`config.mk`:
```
export PLATFORM = sky130hd
export DESIGN_NAME = rf_write_arbiter
export DESIGN_NICKNAME = d
export VERILOG_FILES = /design/src/rtl/rf_write_arbiter.sv
export SDC_FILE = /design/constraint.sdc
export NUM_CORES = 1
export LEC_CHECK = 0
export ABC_CLOCK_PERIOD_IN_PS = 4300
export CAP_MARGIN = 20
export CORE_UTILIZATION = 44
export CTS_BUF_LIST = sky130_fd_sc_hd__clkbuf_8
export CTS_CLUSTER_SIZE = 30
export DETAILED_ROUTE_END_ITERATION = 7
export PLACE_DENSITY = 0.89
export SLEW_MARGIN = 5
export SYNTH_ARGS = -nofsm -noshare
export SYNTH_HDL_FRONTEND = slang
export SYNTH_SLANG_ARGS = --single-unit
```
`constraint.sdc`:
```
create_clock -name i_clk -period 4.3 [get_ports i_clk]
set_clock_uncertainty 0.05 [all_clocks]
set_input_delay 0.86 -clock i_clk [delete_from_list [all_inputs] [get_ports i_clk]]
set_output_delay 0.86 -clock i_clk [all_outputs]
set_load 0.02 [all_outputs]
```
`src/rtl/rf_write_arbiter.sv`:
```
// rf_write_arbiter: shares the register-file write port between write-back and debug; write-back wins,
// starved debug requests force a one-cycle pipeline stall.
module rf_write_arbiter #(
    parameter int NB_DATA      = 16,
    parameter int NB_REGISTERS = 5,
    parameter int STARVE_LIMIT = 4
) (
    input  logic                    i_clk,
    input  logic                    i_reset,
    input  logic [NB_DATA-1:0]      i_wb_w_data,
    input  logic [NB_REGISTERS-1:0] i_wb_reg_num,
    input  logic                    i_wb_reg_write,
    input  logic                    i_dbg_valid,
    input  logic [NB_REGISTERS-1:0] i_dbg_reg_num,
    input  logic [NB_DATA-1:0]      i_dbg_data,
    output logic                    o_dbg_ready,
    output logic                    o_wb_stall,
    output logic                    o_rf_we,
    output logic [NB_REGISTERS-1:0] o_rf_addr,
    output logic [NB_DATA-1:0]      o_rf_data,
    output logic                    o_rf_src
);
    typedef enum logic {IDLE, STALL} state_t;
    state_t     state;
    logic [7:0] wait_cnt;
    logic       wb_acc, dbg_xfer, blocked, starve;
    assign o_dbg_ready = !i_reset && (state == STALL || !i_wb_reg_write);
    assign wb_acc      = i_wb_reg_write && state == IDLE;
    assign dbg_xfer    = i_dbg_valid && o_dbg_ready;
    assign blocked     = i_dbg_valid && !o_dbg_ready;
    assign starve      = blocked && wait_cnt == 8'(STARVE_LIMIT - 1);
    always_ff @(posedge i_clk) begin
        if (i_reset) begin
            state      <= IDLE;
            wait_cnt   <= 8'd0;
            o_wb_stall <= 1'b0;
            o_rf_we    <= 1'b0;
            o_rf_addr  <= '0;
            o_rf_data  <= '0;
            o_rf_src   <= 1'b0;
        end else begin
            // blocked implies IDLE, so starve alone decides the next state
            state      <= starve ? STALL : IDLE;
            o_wb_stall <= starve;
            wait_cnt   <= (blocked && !starve) ? wait_cnt + 8'd1 : 8'd0;
            if (wb_acc && i_wb_reg_num != '0) begin
                o_rf_we   <= 1'b1;
                o_rf_addr <= i_wb_reg_num;
                o_rf_data <= i_wb_w_data;
                o_rf_src  <= 1'b0;
            end else if (dbg_xfer && i_dbg_reg_num != '0) begin
                o_rf_we   <= 1'b1;
                o_rf_addr <= i_dbg_reg_num;
                o_rf_data <= i_dbg_data;
                o_rf_src  <= 1'b1;
            end else begin
                o_rf_we <= 1'b0;
            end
        end
    end
endmodule

```
==> impl_results.md <==
* Status: finished, final reports clean
* CTS Sinks at 32
* # rows at 20
* Worst slew margin at 0.549
* Highest Clock Rate at 311 MHz
* Post-route setup slack at 1090 ps
* Hold WC Path Type: register to register
* FF+latch count, synth at 32
* Area grow syn2layout at 59.9%
* Syn_area_per_cell at between 8 and 9 µm²
* Core area at 3050 µm²
* Clock Latency Late Sink at 290 ps
* CP startpoint: i_reset
* GR Util All Layers at 0.259
* Grt ovf at 0
* Synthesized net count at 205
* Clock root cell: clkbuf_8
* CTS Buffer Depth at 2
* Placer congestion estimate at between 0.8 and 0.9
* Post-DP Area at around 2100 µm²
* Most frequent cells in the layout: clkdlybuf4s50_1 (70), dfxtp_1 (32), nor3_1 (20), a21oi_1 (19), nor2_1 (18)
* Worst Path Max Fanout at 11
* 1st-pass router iterations at 4
* Diode count at 0
* Chip height at 58.8 µm
* DRC violation count after routing at 0
* Post-route total power at 0.796 mW
* Reg-to-Reg Start: o_wb_stall
* Pre-CTS setup slack at 1020 ps
* DIE AREA at about 3500 µm²
* Synth unique cells at 25
* Pins Over Slew Limit at 0
* Maximum Capacitance Violations at 0
* Final Instance Count excl. Fillers at 272
* Fin. Hold Viols at 0
* Inst Count DP at between 200 and 300
* Crit path DAT at 2300 ps
* Pwr Density at 350 nW/µm²
* Setup TNS at 0 ps
* Crit Path Class: input pin to output port
* Starting Density at 0.466
* Post-route ant nets at 0
* Worst Tran Pin Value at 677 ps
* Sequential power share at 0.408
* Routed len/inst at 15.5 µm
* Hold slack at 396 ps
* CP required at 3390 ps
* First-pass GRT wire length at 6620 µm
* CP Capture Type: output port
* Net Sw Power at ~0.19 mW
* DR iter-0 viols at 59
* Largest net degree at the start of global routing at 27
* Sw Share at 0.239
* Hold_buf cts at 0
* Total CTS buffers at 5
* CTS tree: done
* Ys Warns at 0
* Routed vias/inst at 5.55
* P_leak at 0.826 nW
* Gate Count Post-Synth at ~160
* Peak VDD IR at 281 µV
* Worst Hold Launch: wait_cnt[0]
* RSZ-0062 raised after global routing: false
* P_int at between 0.6 and 0.7 mW
* Startpoint types: input pin
* Clock power share at 0.395
* Most common cell after layout, fill and taps aside: clkdlybuf4s50_1
* Initial antenna violation count at 0
* Share of post-route cells with drive strength above 1 at 0.0965
* Via Count at 1510
* # Post-CTS Setup Buffers at 0
* Post-synthesis sequential area ratio at 0.451
* Post-CTS sizing at 0
* Dpl hpwl at 2930 µm
* # fillers at about 230
* Logic gate share of total power at 0.197
* Tcrit/Tclk final at 0.747
* Mapped cell area at 1420 µm²
* Final setup fails at 0
* Post-route cell area at 2270 µm²
* Input/output buffers at 70
* Routed WL at between 4000 and 5000 µm
* Die X at slightly below 60 µm
* Final core utilization at 0.745
* Vias in the first global route at 1450
* Crit path time final at 3210 ps
* H-tree depth at 2
* I/O pins at 71
* Clk slew on worst S/H paths at 60 ps
* Final #Nets at roughly 270
-- synthesized netlist by cell type, drive strengths merged --
cell type   n  area share
dfxtp      32        0.45
nor3       20       0.070
a21oi      19       0.067
nor2       18       0.048
o221a      18        0.14
clkbuf      7       0.018
nand2       7       0.018
o21ai       6       0.032
nand3       5       0.018
buf         4       0.018
xor2        4       0.025
a311oi      3       0.018
nand2b      3       0.013
and3        2      0.0088
inv         2      0.0053
nor4        2      0.0088
xnor2       2       0.012
and2        1      0.0044
ha          1      0.0088
nor2b       1      0.0044
or4         1      0.0079
-- power by group through the flow --
stage          Sequential [mW]  Combinational (mW)  Clock [mW]
6_report                 0.324               0.157       0.314
5_1_grt                  0.325               0.167       0.332
4_1_cts                  0.324               0.157       0.318
3_5_place_dp             0.330               0.155           0
3_3_place_gp             0.330               0.154           0
2_1_floorplan            0.350              0.0476           0
-- cell families (layout without fill, tap and decap cells) --
logic type,after synthesis,after routing,synth area share
AND/OR/NAND/NOR,60,60,0.202
AO/OA/AOI/OAI,46,46,0.260
flip-flops,32,32,0.451
buffers and inverters,13,83,0.0423
XOR/XNOR,6,6,0.0370
adder cells (fa/ha/maj),1,1,0.00880
-- state kept, by name, summed over array words and instances (netlist names) --
signal and count:
o_rf_addr 5, o_rf_src 1, o_rf_we 1, o_wb_stall 1, o_rf_data 16, wait_cnt 8
-- critical path, stage by stage --
cell,delay [ps]
clkdlybuf4s50_1,620
nor2_1,180
clkdlybuf4s50_1,630
-- final timing paths --
kind / to / slack [ps] / depth (start not counted)
min reg2reg: wait_cnt[0] / 400 / 1
min: wait_cnt[0] / 400 / 1
max: o_dbg_ready / 1090 / 3
max reg2reg: o_rf_data[3] / 2540 / 5
-- layout make-up --
class	count	area, µm²	share of cell area
clock inverters	1	30.0	0.0132
clock buffers	7	96.3	0.0424
repair buffers	73	723	0.318
inverters	2	7.51	0.00330
flip-flops and latches	32	641	0.282
multi-input cells	113	721	0.317
well taps	44	55.1	0.0242
-- layer usage --
layer  part of all wire  routed length [µm]  up-vias  global-route usage
met5                  0                   0        -                   0
met4              0.016                  68        0              0.0952
met3              0.067                 283       13              0.0923
met2               0.48                2020       71               0.420
met1               0.44                1860      702               0.316
li1                   -                   -      724                   -
(Power assumes the default switching activity.)
